==> src/rtl/mbc_pkg.sv <==
// Shared constants, types and size-code helpers for the MBC3/MBC30 mapper and its RTC.
package mbc_pkg;

  localparam logic [3:0] RTC_SEL_S  = 4'h8;
  localparam logic [3:0] RTC_SEL_M  = 4'h9;
  localparam logic [3:0] RTC_SEL_H  = 4'ha;
  localparam logic [3:0] RTC_SEL_DL = 4'hb;
  localparam logic [3:0] RTC_SEL_DH = 4'hc;

  localparam int DH_D8_BIT    = 0;
  localparam int DH_HALT_BIT  = 6;
  localparam int DH_CARRY_BIT = 7;

  typedef enum logic [2:0] {
    REG_S  = 3'd0,
    REG_M  = 3'd1,
    REG_H  = 3'd2,
    REG_DL = 3'd3,
    REG_DH = 3'd4
  } rtc_reg_e;

  typedef struct packed {
    logic [5:0] sec;
    logic [5:0] min;
    logic [4:0] hour;
    logic [8:0] day;
    logic       halt;
    logic       carry;
  } rtc_time_t;

  // Header code n selects 32kB << n; codes beyond 4MB clamp to the full 22-bit space.
  function automatic logic [21:0] rom_mask(input logic [3:0] size_code);
    if (size_code >= 4'd7) return 22'h3fffff;
    return (22'h008000 << size_code) - 22'd1;
  endfunction

  function automatic logic [21:0] ram_mask(input logic [2:0] size_code);
    case (size_code)
      3'd0:    return 22'h000000;
      3'd1:    return 22'h0007ff;
      3'd2:    return 22'h001fff;
      3'd3:    return 22'h007fff;
      3'd4:    return 22'h01ffff;
      3'd5:    return 22'h00ffff;
      default: return 22'h00ffff;
    endcase
  endfunction

  // Seconds/minutes step: 59 wraps with carry, 63 wraps silently, anything else counts up.
  function automatic logic [6:0] step60(input logic [5:0] v);
    if (v == 6'd59) return {1'b1, 6'd0};
    if (v == 6'd63) return {1'b0, 6'd0};
    return {1'b0, v + 6'd1};
  endfunction

endpackage

==> src/rtl/mbc_rtc.sv <==
// RTC core: prescaler, S/M/H/D counter chain with halt and sticky day carry, latch copy, indexed access.
module mbc_rtc
  import mbc_pkg::*;
#(
  parameter int TICK_DIV = 4194304
) (
  input  logic       clk,
  input  logic       reset_n,
  input  logic       wr_en,
  input  rtc_reg_e   wr_idx,
  input  logic [7:0] wr_data,
  input  logic       latch_en,
  input  rtc_reg_e   rd_idx,
  output logic [7:0] rd_data
);

  localparam int PW = (TICK_DIV > 1) ? $clog2(TICK_DIV) : 1;
  localparam logic [PW-1:0] TERM = PW'(TICK_DIV - 1);

  logic [PW-1:0] presc_reg;
  rtc_time_t     live_reg;
  rtc_time_t     latched_reg;
  rtc_time_t     adv_next;
  logic          terminal;
  logic [6:0]    s_step;
  logic [6:0]    m_step;
  logic          unused_dh_bits;

  assign terminal       = (presc_reg == TERM);
  assign unused_dh_bits = ^wr_data[5:1];

  always_comb begin
    adv_next = live_reg;
    s_step   = step60(live_reg.sec);
    m_step   = step60(live_reg.min);
    adv_next.sec = s_step[5:0];
    if (s_step[6]) begin
      adv_next.min = m_step[5:0];
      if (m_step[6]) begin
        if (live_reg.hour == 5'd23) begin
          adv_next.hour = 5'd0;
          if (live_reg.day == 9'd511) begin
            adv_next.day   = 9'd0;
            adv_next.carry = 1'b1;
          end else begin
            adv_next.day = live_reg.day + 9'd1;
          end
        end else if (live_reg.hour == 5'd31) begin
          adv_next.hour = 5'd0;
        end else begin
          adv_next.hour = live_reg.hour + 5'd1;
        end
      end
    end
  end

  // A write in the terminal cycle wins; the prescaler parks at terminal so the tick lands next cycle.
  always_ff @(posedge clk or negedge reset_n) begin
    if (!reset_n) begin
      presc_reg <= '0;
      live_reg  <= '0;
    end else if (wr_en) begin
      case (wr_idx)
        REG_S: begin
          live_reg.sec <= wr_data[5:0];
          presc_reg    <= '0;
        end
        REG_M:  live_reg.min      <= wr_data[5:0];
        REG_H:  live_reg.hour     <= wr_data[4:0];
        REG_DL: live_reg.day[7:0] <= wr_data;
        REG_DH: begin
          live_reg.day[8] <= wr_data[DH_D8_BIT];
          live_reg.halt   <= wr_data[DH_HALT_BIT];
          live_reg.carry  <= wr_data[DH_CARRY_BIT];
        end
        default: ;
      endcase
    end else if (!live_reg.halt) begin
      if (terminal) begin
        presc_reg <= '0;
        live_reg  <= adv_next;
      end else begin
        presc_reg <= presc_reg + PW'(1);
      end
    end
  end

  always_ff @(posedge clk or negedge reset_n) begin
    if (!reset_n) begin
      latched_reg <= '0;
    end else if (latch_en) begin
      latched_reg <= live_reg;
    end
  end

  always_comb begin
    rd_data = 8'hff;
    case (rd_idx)
      REG_S:   rd_data = {2'b00, latched_reg.sec};
      REG_M:   rd_data = {2'b00, latched_reg.min};
      REG_H:   rd_data = {3'b000, latched_reg.hour};
      REG_DL:  rd_data = latched_reg.day[7:0];
      REG_DH:  rd_data = {latched_reg.carry, latched_reg.halt, 5'b00000, latched_reg.day[8]};
      default: rd_data = 8'hff;
    endcase
  end

endmodule

==> src/rtl/mbc3_rtc.sv <==
// MBC3/MBC30 mapper top: write-commit detect, control registers, ROM/SRAM address map, RTC access.
module mbc3_rtc
  import mbc_pkg::*;
#(
  parameter int ROM_BANK_BITS = 7,
  parameter int RAM_BANK_BITS = 2,
  parameter int HAS_RTC       = 1,
  parameter int TICK_DIV      = 4194304
) (
  input  logic        clk,
  input  logic        reset_n,
  input  logic [14:0] iadr,
  input  logic [7:0]  data,
  input  logic        write,
  input  logic        ics_rom,
  input  logic        ics_ram,
  output logic [21:0] oadr,
  output logic        ocs_rom,
  output logic        ocs_ram,
  output logic        rtc_sel,
  output logic [7:0]  rtc_dout,
  input  logic [3:0]  rom_size,
  input  logic [2:0]  ram_size
);

  logic                     pwrite_reg;
  logic [ROM_BANK_BITS-1:0] rom_bank_reg;
  logic [3:0]               ram_sel_reg;
  logic                     ena_ram_reg;
  logic                     latch_arm_reg;

  logic       commit;
  logic       rom_commit;
  logic       latch_en;
  logic       rtc_hit;
  logic       ram_in_range;
  logic       rtc_wr;
  rtc_reg_e   rtc_idx;
  logic [7:0] rtc_rd;
  logic [7:0] bank_ext;
  logic [7:0] eff_bank;

  logic [21:0] oadr_c;
  logic        ocs_rom_c;
  logic        ocs_ram_c;
  logic        rtc_sel_c;
  logic [7:0]  rtc_dout_c;

  // Writes take effect on the clock edge that first sees the strobe low after it was high.
  assign commit     = pwrite_reg & ~write & (ics_rom | ics_ram);
  assign rom_commit = commit & ics_rom;
  assign latch_en   = rom_commit & (iadr[14:13] == 2'b11) & latch_arm_reg & (data == 8'h01);

  assign rtc_hit      = (HAS_RTC != 0) && (ram_sel_reg >= RTC_SEL_S) && (ram_sel_reg <= RTC_SEL_DH);
  assign ram_in_range = (int'(ram_sel_reg) < (1 << RAM_BANK_BITS));
  assign rtc_wr       = commit & ~ics_rom & ics_ram & ena_ram_reg & rtc_hit;
  assign rtc_idx      = rtc_reg_e'(3'(ram_sel_reg - RTC_SEL_S));

  always_ff @(posedge clk or negedge reset_n) begin
    if (!reset_n) begin
      pwrite_reg    <= 1'b0;
      rom_bank_reg  <= '0;
      ram_sel_reg   <= 4'h0;
      ena_ram_reg   <= 1'b0;
      latch_arm_reg <= 1'b0;
    end else begin
      pwrite_reg <= write;
      if (rom_commit) begin
        case (iadr[14:13])
          2'b00:   ena_ram_reg   <= (data[3:0] == 4'ha);
          2'b01:   rom_bank_reg  <= data[ROM_BANK_BITS-1:0];
          2'b10:   ram_sel_reg   <= data[3:0];
          default: latch_arm_reg <= (data == 8'h00);
        endcase
      end
    end
  end

  generate
    if (HAS_RTC != 0) begin : g_rtc
      mbc_rtc #(
        .TICK_DIV (TICK_DIV)
      ) u_rtc (
        .clk      (clk),
        .reset_n  (reset_n),
        .wr_en    (rtc_wr),
        .wr_idx   (rtc_idx),
        .wr_data  (data),
        .latch_en (latch_en),
        .rd_idx   (rtc_idx),
        .rd_data  (rtc_rd)
      );
    end else begin : g_no_rtc
      assign rtc_rd = 8'hff;
    end
  endgenerate

  // Bank 0 aliases to 1 only on an exact zero, so 0x20/0x40/0x60 remain reachable.
  assign bank_ext = 8'(rom_bank_reg);
  assign eff_bank = (rom_bank_reg == '0) ? 8'd1 : bank_ext;

  always_comb begin
    oadr_c     = {7'b0, iadr};
    ocs_rom_c  = 1'b0;
    ocs_ram_c  = 1'b0;
    rtc_sel_c  = 1'b0;
    rtc_dout_c = 8'hff;
    if (ics_rom) begin
      ocs_rom_c = 1'b1;
      if (iadr[14]) oadr_c = {eff_bank, iadr[13:0]} & rom_mask(rom_size);
      else          oadr_c = {8'b0, iadr[13:0]} & rom_mask(rom_size);
    end else if (ics_ram) begin
      if (!ena_ram_reg) begin
        rtc_sel_c = 1'b1;
      end else if (ram_in_range) begin
        ocs_ram_c = |ram_size;
        oadr_c    = 22'({ram_sel_reg, iadr[12:0]}) & ram_mask(ram_size);
      end else if (rtc_hit) begin
        rtc_sel_c  = 1'b1;
        rtc_dout_c = rtc_rd;
      end else begin
        rtc_sel_c = 1'b1;
      end
    end
  end

  // Chip selects and the RTC read path are forced idle for as long as reset is asserted.
  assign oadr     = oadr_c;
  assign ocs_rom  = ocs_rom_c & reset_n;
  assign ocs_ram  = ocs_ram_c & reset_n;
  assign rtc_sel  = rtc_sel_c & reset_n;
  assign rtc_dout = reset_n ? rtc_dout_c : 8'hff;

endmodule

==> config.mk <==
export PLATFORM = sky130hd
export DESIGN_NAME = mbc3_rtc
export DESIGN_NICKNAME = d
export VERILOG_FILES = /design/src/rtl/mbc_pkg.sv /design/src/rtl/mbc_rtc.sv /design/src/rtl/mbc3_rtc.sv
export SDC_FILE = /design/constraint.sdc
export NUM_CORES = 1
export LEC_CHECK = 0
export ABC_AREA = 1
export BUFFER_PORTS_ARGS = -buffer_cell sky130_fd_sc_hd__buf_4
export CORE_ASPECT_RATIO = 1.4
export CORE_MARGIN = 3
export CORE_UTILIZATION = 26
export DETAILED_ROUTE_END_ITERATION = 16
export SLEW_MARGIN = 30
export SYNTH_ARGS = -nofsm -noshare
export SYNTH_HDL_FRONTEND = slang
export SYNTH_HIERARCHICAL = 1
export SYNTH_SLANG_ARGS = --single-unit
==> constraint.sdc <==
create_clock -name clk -period 3.9 [get_ports clk]
set_clock_uncertainty 0.15 [all_clocks]
set_input_delay 0.975 -clock clk [delete_from_list [all_inputs] [get_ports clk]]
set_output_delay 0.975 -clock clk [all_outputs]
set_load 0.05 [all_outputs]
== After elaboration in Yosys (flattened, before gate mapping) ==
Index checks and enable logic that the tools add are counted.

* Register bits after elaboration: 92
* Bits of input ports: 35
* Output and inout bits: 33
* Word-level logic and storage cells: 178

* Add/subtract/negate cells: 7
* Magnitude comparators: 4
* Equality and inequality tests: 27
* Shift operators: 1
* Mux-type cells: 76
* Bitwise logic cells: 20
* Reductions and logical operators: 24

{| class="wikitable"
|+ Operators by type and width
! kind !! number
|-
| 2-to-1 mux 22 bit || 20
|-
| case mux 17 bit (5 select lines) || 1
|-
| 2-to-1 mux 28 bit || 3
|-
| 2-to-1 mux 7 bit || 9
|-
| 2-to-1 mux 8 bit || 7
|-
| case mux 8 bit (5 select lines) || 1
|-
| 2-to-1 mux 1 bit || 25
|-
| == test 6 bit (second input constant) || 4
|-
| adder 22 x 1 -> 22 bit (second input constant) || 1
|-
| AND 14 x 22 -> 22 bit || 1
|-
| AND 17 x 22 -> 22 bit || 1
|-
| AND 21 x 22 -> 22 bit || 1
|-
| == test 22 bit (second input constant) || 1
|-
| left shift 16 x 4 -> 22 bit (first input constant) || 1
|-
| subtractor 22 x 1 -> 22 bit (second input constant) || 1
|-
| 2-to-1 mux 20 bit || 1
|-
| 2-to-1 mux 9 bit || 2
|-
| 2-to-1 mux 5 bit || 3
|-
| 2-to-1 mux 14 bit || 1
|-
| AND 1 bit || 13
|-
| adder 6 x 1 -> 6 bit (second input constant) || 2
|-
| == test 3 x 2 -> 1 bit (second input constant) || 4
|-
| 2-to-1 mux 6 bit || 2
|-
| AND reduction 6 bit || 2
|-
| other kinds (32) || 52
|}

== Longest topological paths before layout ==
Gate-level depths: netlist of the first run.

* Depth after elaboration: 11
* Mapped depth: 15
* Mapped depth without buffers: 14

== Hierarchy ==
Netlist of the first run, hierarchy kept.

{| class="wikitable"
|+ By module, submodules not included
! module !! instances !! cells each !! area an instance (µm²) !! sequential area each (µm²)
|-
| mbc_rtc || 1 || 612 || 4459.3 || 1951.9
|-
| mbc3_rtc || 1 || 199 || 1186.1 || 350.3
|}

== Worst setup path after synthesis of the first run ==
OpenSTA, ideal clock, no wires.

* Path kind: input-to-output
* From: input rom_size[3]
* To: output oadr[16]
* Arrival: 2384 ps
* Data required time: 2775 ps
* Slack: 391 ps
* Stages: 6
* Path buffers: 0
* Cell sequence: inv_1 > nand2_1 > nor3_1 > inv_1 > ha_1 > a21oi_1

* Longest elaborated chain between the ends: 10
* Elaborated cells on any way between the ends: 18
* Classes of those cells: add/sub: 1; order compare: 1; shift: 1; mux: 13; bitwise: 2

{| class="wikitable"
|+ Ends and longest elaborated chain
! item !! RTL line !! text
|-
| start: declaration || mbc3_rtc.sv:22 || <nowiki>input logic [3:0] rom_size,</nowiki>
|-
| parallel branches: the longest is 8 deep, another holds subtractor 22 x 1 -> 22 bit || - ||
|-
| 2-to-1 mux 22 bit (*) || mbc3_rtc.sv:110 || <nowiki>if (iadr[14]) oadr_c = {eff_bank, iadr[13:0]} & rom_mask(rom_size);</nowiki>
|-
| 2-to-1 mux 22 bit (*) || mbc3_rtc.sv:108 || <nowiki>if (ics_rom) begin</nowiki>
|-
| end: declaration || mbc3_rtc.sv:17 || <nowiki>output logic [21:0] oadr,</nowiki>
|}

Every way passes the cells marked *. The select of a mux whose other input is x is not followed.

== Final worst setup path of the first run ==
* From: register ram_sel_reg[0]
* To: output rtc_dout[0]

* Longest elaborated chain between the ends: 9
* Elaborated cells on any way between the ends: 17
* Classes of those cells: add/sub: 1; order compare: 3; eq/ne: 4; mux: 7; reduce/logical: 2

{| class="wikitable"
|+ Ends and longest elaborated chain
! item !! RTL line !! text
|-
| start: declaration || mbc3_rtc.sv:28 || <nowiki>logic [3:0] ram_sel_reg;</nowiki>
|-
| start signal: assignment || mbc3_rtc.sv:72 || <nowiki>2'b10: ram_sel_reg <= data[3:0];</nowiki>
|-
| subtractor 3 x 1 -> 3 bit (*) || mbc3_rtc.sv:57 || <nowiki>assign rtc_idx = rtc_reg_e'(3'(ram_sel_reg - RTC_SEL_S));</nowiki>
|-
| == test 3 bit, or another cell as far along || mbc_rtc.sv:98 || <nowiki>case (rd_idx)</nowiki>
|-
| case mux 8 bit (5 select lines) (*) || mbc_rtc.sv:98 ||
|-
| via rtc_rd[0] || mbc3_rtc.sv:39 || <nowiki>logic [7:0] rtc_rd;</nowiki>
|-
| 2-to-1 mux 8 bit (*) || mbc3_rtc.sv:118 || <nowiki>end else if (rtc_hit) begin</nowiki>
|-
| 2-to-1 mux 8 bit (*) || mbc3_rtc.sv:115 || <nowiki>end else if (ram_in_range) begin</nowiki>
|-
| 2-to-1 mux 8 bit (*) || mbc3_rtc.sv:113 || <nowiki>if (!ena_ram_reg) begin</nowiki>
|-
| 2-to-1 mux 8 bit (*) || mbc3_rtc.sv:112 || <nowiki>end else if (ics_ram) begin</nowiki>
|-
| 2-to-1 mux 8 bit (*) || mbc3_rtc.sv:108 ||
|-
| 2-to-1 mux 8 bit (*) || mbc3_rtc.sv:132 || <nowiki>assign rtc_dout = reset_n ? rtc_dout_c : 8'hff;</nowiki>
|-
| end: declaration || mbc3_rtc.sv:21 || <nowiki>output logic [7:0] rtc_dout,</nowiki>
|}

Mark *: on every way through the listed nets, which the timed path passes. The rest lies on a longest branch.

==> run summary, run 1 <==
run status - completed
worst path arrival time - 2320 ps
number of buffers inserted during clock tree synthesis - 9
number of enable flip-flop cells after synthesis - 0
Crit Reg-Reg Startpoint - ram_sel_reg[2]$_DFFE_PN0P_
vias per std cell - 4.74
Sink Count - 92
Yosys warning count - 6
initial cell density of the core - 0.265
netlist area before placement - 5650 um^2
post-DR wirelength/cell - 13.9 um
Clock Latency Late Sink - 350 ps
critical path start-end classification - register to output pin
number of input and output port buffers inserted - 66
clock network fraction of design power - 0.364
routed wire length - 15.9 mm
PostCTS Resize Cnt - 0
capturing element type of the critical path - output pin
root cell of the clock tree - clkbuf_16
area share of the largest cell type after synthesis - 0.408
top cells by count, synth - nand2_1 (224), inv_1 (111), nor2_1 (110), dfrtp_1 (92), nand3_1 (64)
worst supply voltage drop on vdd - 0.000262 V
number of flip-flops under the largest register name - 28
most instantiated flip-flop cell in the synthesis netlist - dfrtp_1
deepest clock path buffer count - 2
CTS H-tree depth - 3
TritonCTS clock tree - done
most area-hungry cell type in the Yosys netlist - dfrtp_1
highest clock rate - 290 MHz
maximum number of pins on one net before global-route repair - 50
multi-input logic area - 2820 um^2
total core area - 21300 um^2
total overflow reported by the global router - 0
Least-Margin Pin Slew - 676 ps
vias after detailed routing - 5427
sequential group share of total power - 0.462
combinational share of power - 0.174
Placer Congestion - 0.888
syn nets - 854
period utilisation layout - 0.884
sequential cell area - 2300 um^2
Antenna diodes - 0
layout cells sized above 1 - 0.136
vias in the first global route - 5261
synthesis-to-finish area growth - 19.2%
gr usage total - 0.134
number of antenna violations at the first check in global routing - 0
final setup violating endpoints - 0
number of distinct standard cells referenced by the synthesized netlist - 40
Iter 0 DRT Violations - 410
flip-flop and latch count after synthesis - 92
share of the yosys chip area belonging to registers - 0.408
cell row count - 63
relative max-transition margin - 0.545
Worst Setup Slack post-DPL - 542 ps
final setup TNS - 0 ps
library cell with the highest instance count after synthesis - nand2_1
instance count of the mapped netlist - 811
number of buffers inserted by hold repair at cts - 0
type of the tightest min-delay check - primary input to asynchronous set/reset pin
destination of the worst register-to-register timing path - g_rtc.u_rtc/presc_reg[13]$_DFFE_PN0P_
wire length of the first global-routing pass - 25.8 mm
crit start category - register
register-to-register setup slack - 870 ps
required time of the critical path - 2770 ps
top-level port count - 68
static leakage - 3.37 nW
main area contributors after synthesis - dfrtp_1 (41%), nand2_1 (15%), inv_1 (7.4%)
post-detailed-route count of antenna-violating nets - 0
area enclosed by the die boundary - 23500 um^2
max-capacitance violation count - 0
Post-CTS Setup Inserts - 0
synthesized area per cell - 6.96 um^2
iteration count of the initial detailed-routing pass - 5
proportion of synthesized flip-flops having asynchronous set or reset - 1.00
clock transition at the register clock pins on the worst setup and hold paths after CTS - 80 ps
Residual DRC - 0
total net switching power - 0.000764 W
final count of hold timing violations - 0
final worst setup slack - 453 ps
detailed placement HPWL - 12.1 mm
shortest period the worst path allows - 3450 ps
setup repair after global routing missed its margin - false
pwr/cell area - 354 nW/um^2
critical path peak fanout - 8
internal power - 0.00162 W
count of filler cells inserted in the layout - 2282
number of cell instances on the worst register-to-register path - 12
switching fraction of total power - 0.321
die outline height - 180 um
horizontal extent of the die - 131 um
final-stage net count - 923
final count of pins violating max slew - 0
[metrics by stage]
step / utilization / instances / hold WS, ps / instance area (um^2) / total power (W)
after floorplan: - / 811 / 292 / 5650 / 0.00137
after global placement: 0.303 / 1129 / 306 / 6440 / 0.00153
after detailed placement: 0.303 / 1129 / 322 / 6440 / 0.00153
after CTS: 0.316 / 1145 / 322 / 6730 / 0.00241
after global routing: 0.316 / 1145 / 319 / 6730 / 0.00251
final: 0.316 / 1145 / 328 / 6730 / 0.00238
[per-layer routing]
layer,vias to the layer above,part of all wire,global-route usage
met4,0,0.033,0.0535
met2,101,0.52,0.238
met3,29,0.031,0.0169
met1,2554,0.42,0.160
li1,2743,-,-
met5,-,0,0
[logic make-up after synthesis]
kind of cell | after synthesis | share of synthesized area
AOI/OAI and AO/OA | 102 | 0.106
xor gates and xnor gates | 12 | 0.0186
adders and majority gates | 8 | 0.0177
buffers and inverters | 132 | 0.0929
DFF | 92 | 0.408
muxes | 7 | 0.0140
other | 1 | 0.000664
and+or+nand+nor | 457 | 0.343
[worst max-delay path by stage]
stage	from	end	slack, ps	cells after the start
detailed placement	rom_size[3]	oadr[17]	540	12
floorplan	rom_size[3]	oadr[16]	390	6
global route	ram_sel_reg[0]$_DFFE_PN0P_	rtc_dout[3]	290	7
finish	ram_sel_reg[0]$_DFFE_PN0P_	rtc_dout[0]	450	7
CTS	ram_sel_reg[0]$_DFFE_PN0P_	rtc_dout[0]	440	7
global placement	rom_size[3]	oadr[17]	580	12
[cell usage in the layout, fill, tap and decap left out, drive strengths merged]
cell type / n
nor3: 17
o22ai: 1
or2: 1
o2111ai: 4
o31ai: 1
conb: 1
buf: 74
clkinv: 2
a31oi: 2
nand2: 229
and3: 1
ha: 8
xor2: 6
o21ai: 58
and2: 1
nand3: 66
dfrtp: 92
a22oi: 4
nor2: 113
mux2: 7
inv: 121
xnor2: 6
o21bai: 3
o21a: 3
o221ai: 2
o211ai: 1
a21oi: 23
nand4: 29
clkbuf: 9
[critical path, cell delays in order (launching register included)]
cell,delay (ps)
dfrtp_1,560
inv_1,120
nor3_1,520
a22oi_1,230
o2111ai_1,170
nor3_1,90
nand3_1,90
buf_4,200
[power groups by stage]
| stage | combinational, W | sequential (W) | clock (W) |
|---|---|---|---|
| floorplan | 0.000288 | 0.00109 | 0 |
| global placement | 0.000410 | 0.00112 | 0 |
| detailed placement | 0.000419 | 0.00111 | 0 |
| CTS | 0.000420 | 0.00110 | 0.000895 |
| global route | 0.000468 | 0.00111 | 0.000936 |
| finish | 0.000414 | 0.00110 | 0.000867 |
[final cells by class]
class,count,share of cell area
multi-input combinational,587,0.420
sequential,92,0.342
timing repair buffer,74,0.0825
inverter,116,0.0647
tap,260,0.0483
clock buffer,9,0.0335
clock inverter,7,0.00930
Note: power is estimated with default switching activity, not from simulation.
==> run 2: changes to the inputs <==
Settings changed: PLACE_DENSITY set to 0.4, SLEW_MARGIN 30 to not set.
==> run 2 against run 1 <==
Critical path depth down 1. Flip-flop and latch count unchanged. Utilization up 0.31 points. Final cell count up 0.35%. Die area unchanged. Highest routed layer unchanged.
==> run summary, run 2 (synthesis gave the netlist of run 1 again) <==
run status - completed
Post-CTS Setup Inserts - 0 (unchanged)
clock transition at the register clock pins on the worst setup and hold paths after CTS - 70 ps (about the same)
detailed placement HPWL - 14.1 mm (+17%)
Sink Count - 92 (unchanged)
initial cell density of the core - 0.265 (unchanged)
maximum cell stage delay along the critical path - 660 ps (+100 ps)
most used cell along the critical path - nor3_1
total core area - 21300 um^2 (unchanged)
cell row count - 63 (unchanged)
Hold Worst Slack - 336 ps (+8.51 ps)
final-stage net count - 927 (+0.43%)
TritonCTS clock tree - done
switching fraction of total power - 0.305 (-0.0163)
static leakage - 3.39 nW (+0.80%)
setup repair after global routing missed its margin - false
wire length of the first global-routing pass - 28.9 mm (+12%)
top-level port count - 68 (unchanged)
commonest non-fill, non-tap cells in the layout - nand2_1 (224), inv_1 (111), nor2_1 (110)
number of flip-flops under the largest register name - 28 (unchanged)
number of cells on the worst hold path - 2
number of buffers inserted during clock tree synthesis - 9 (unchanged)
period utilisation layout - 0.886 (+0.00168)
Placed Instance Area - 6480 um^2 (+0.66%)
Worst Setup Slack post-DPL - 536 ps (-6.53 ps)
worst supply voltage drop on vdd - 0.000208 V (-21%)
internal power - 0.00171 W (+5.7%)
clock network fraction of design power - 0.380 (+0.016)
Least-Margin Pin Slew - 706 ps (+30.5 ps)
number of input and output port buffers inserted - 66 (unchanged)
required time of the critical path - 2770 ps (about the same)
routed wire length - 18.1 mm (+14%)
die outline height - 180 um (unchanged)
post-detailed-route count of antenna-violating nets - 0 (unchanged)
maximum number of pins on one net before global-route repair - 51 (+2.0%)
horizontal extent of the die - 131 um (unchanged)
sequential group share of total power - 0.443 (-0.019)
gr usage total - 0.157 (+0.0235)
post-route cell area - 6800 um^2 (+0.99%)
max-capacitance violation count - 0 (unchanged)
final count of pins violating max slew - 0 (unchanged)
Crit-path slowest cell - nor3_1
count of filler cells inserted in the layout - 2362 (+3.5%)
CTS H-tree depth - 3 (unchanged)
CP Buf/Inv Count - 1 (-1)
Antenna diodes - 0 (unchanged)
number of buffers inserted by hold repair at cts - 0 (unchanged)
final worst setup slack - 446 ps (-6.55 ps)
number of antenna violations at the first check in global routing - 1 (+1)
iteration count of the initial detailed-routing pass - 4 (-1)
shortest period the worst path allows - 3450 ps (+6.55 ps)
Placer Congestion - 0.775 (-13%)
capturing element type of the critical path - output pin
pwr/cell area - 361 nW/um^2 (+2.2%)
vias per std cell - 4.64 (-2.0%)
highest clock rate - 290 MHz (-0.19%)
area enclosed by the die boundary - 23500 um^2 (unchanged)
total net switching power - 0.000748 W (-2.0%)
combinational share of power - 0.178 (+0.004)
vias after detailed routing - 5335 (-1.7%)
critical path peak fanout - 11 (+3)
final count of hold timing violations - 0 (unchanged)
Residual DRC - 0 (unchanged)
post-DR wirelength/cell - 15.7 um (+14%)
worst path arrival time - 2330 ps (about the same)
Stages on worst setup path - 6 (-1)
number of cell instances on the worst register-to-register path - 13 (+1)
synthesis-to-finish area growth - 20.4%
type of the tightest min-delay check - register to register
deepest clock path buffer count - 2 (unchanged)
relative max-transition margin - 0.525 (-0.0192)
layout cells sized above 1 - 0.138 (+0.00276)
PostCTS Resize Cnt - 0 (unchanged)
Clock Latency Late Sink - 350 ps (about the same)
most frequent standard cell in the layout excluding fill and tap cells - nand2_1
final setup TNS - 0 ps (unchanged)
crit start category - register
root cell of the clock tree - clkbuf_16
final setup violating endpoints - 0 (unchanged)
vias in the first global route - 5352 (+1.7%)
critical path start-end classification - register to output pin
Iter 0 DRT Violations - 304 (-26%)
cell family contributing the most delay on the critical path - simple AND/OR/NAND/NOR gates
total overflow reported by the global router - 0 (unchanged)
ordered list of cells on the worst path - nor3_1 > a22oi_1 > o2111ai_1 > nor3_1 > nand3_1 > buf_4
[run 2: stage by stage]
stage	total power, W	std cells	utilization
2_1_floorplan	0.00137	811	-
3_3_place_gp	0.00156	1133	0.305
3_5_place_dp	0.00155	1133	0.305
4_1_cts	0.00251	1149	0.319
5_1_grt	0.00259	1149	0.319
6_report	0.00246	1149	0.319
[run 2: path summary, 6_finish.rpt]
kind,endpoint,slack (ps),startpoint
setup / recovery,rtc_dout[3],450,ram_sel_reg[1]$_DFFE_PN0P_
hold / removal,latch_arm_reg$_DFFE_PN0P_,340,latch_arm_reg$_DFFE_PN0P_
setup reg to reg,g_rtc.u_rtc/presc_reg[13]$_DFFE_PN0P_,1120,ram_sel_reg[1]$_DFFE_PN0P_
hold reg to reg,latch_arm_reg$_DFFE_PN0P_,340,latch_arm_reg$_DFFE_PN0P_
max in group asynchronous,g_rtc.u_rtc/live_reg[17]$_DFFE_PN0P_,1910,reset_n
min in group asynchronous,pwrite_reg$_DFF_PN0_,630,reset_n
[run 2: power groups by stage]
stage	clock, W	sequential (W)	combinational (W)
6_report	0.000933	0.00109	0.000437
5_1_grt	0.000998	0.00110	0.000493
4_1_cts	0.000974	0.00109	0.000446
3_5_place_dp	0	0.00111	0.000445
3_3_place_gp	0	0.00111	0.000448
2_1_floorplan	0	0.00109	0.000288
[run 2: worst register-to-register path: stages (launching register included)]
cell     delay (ps)
dfrtp_1         550
nor2_1          160
o21a_1          280
and2_1          330
inv_2            60
nor2_1          110
nand2_1          80
nand2_2         240
inv_1           230
nor2_2          250
nand2_1         100
nand2_1          70
nand2_1          40
nor2_1           80
[run 2: area by class of cell]
class,count,area [um^2],area share
sequential,92,2300,0.339
clock buffer,12,256,0.0377
inverter,116,435,0.0641
tap,260,325,0.0479
clock inverter,4,55.1,0.00810
timing repair buffer,78,598,0.0880
multi-input combinational,587,2820,0.416
[run 2: per-layer routing]
| metal | vias up | global-route usage | part of all wire |
|---|---|---|---|
| li1 | 2744 | - | - |
| met1 | 2500 | 0.189 | 0.42 |
| met2 | 71 | 0.289 | 0.54 |
| met3 | 20 | 0.0181 | 0.024 |
| met4 | 0 | 0.0473 | 0.016 |
| met5 | - | 0 | 0 |
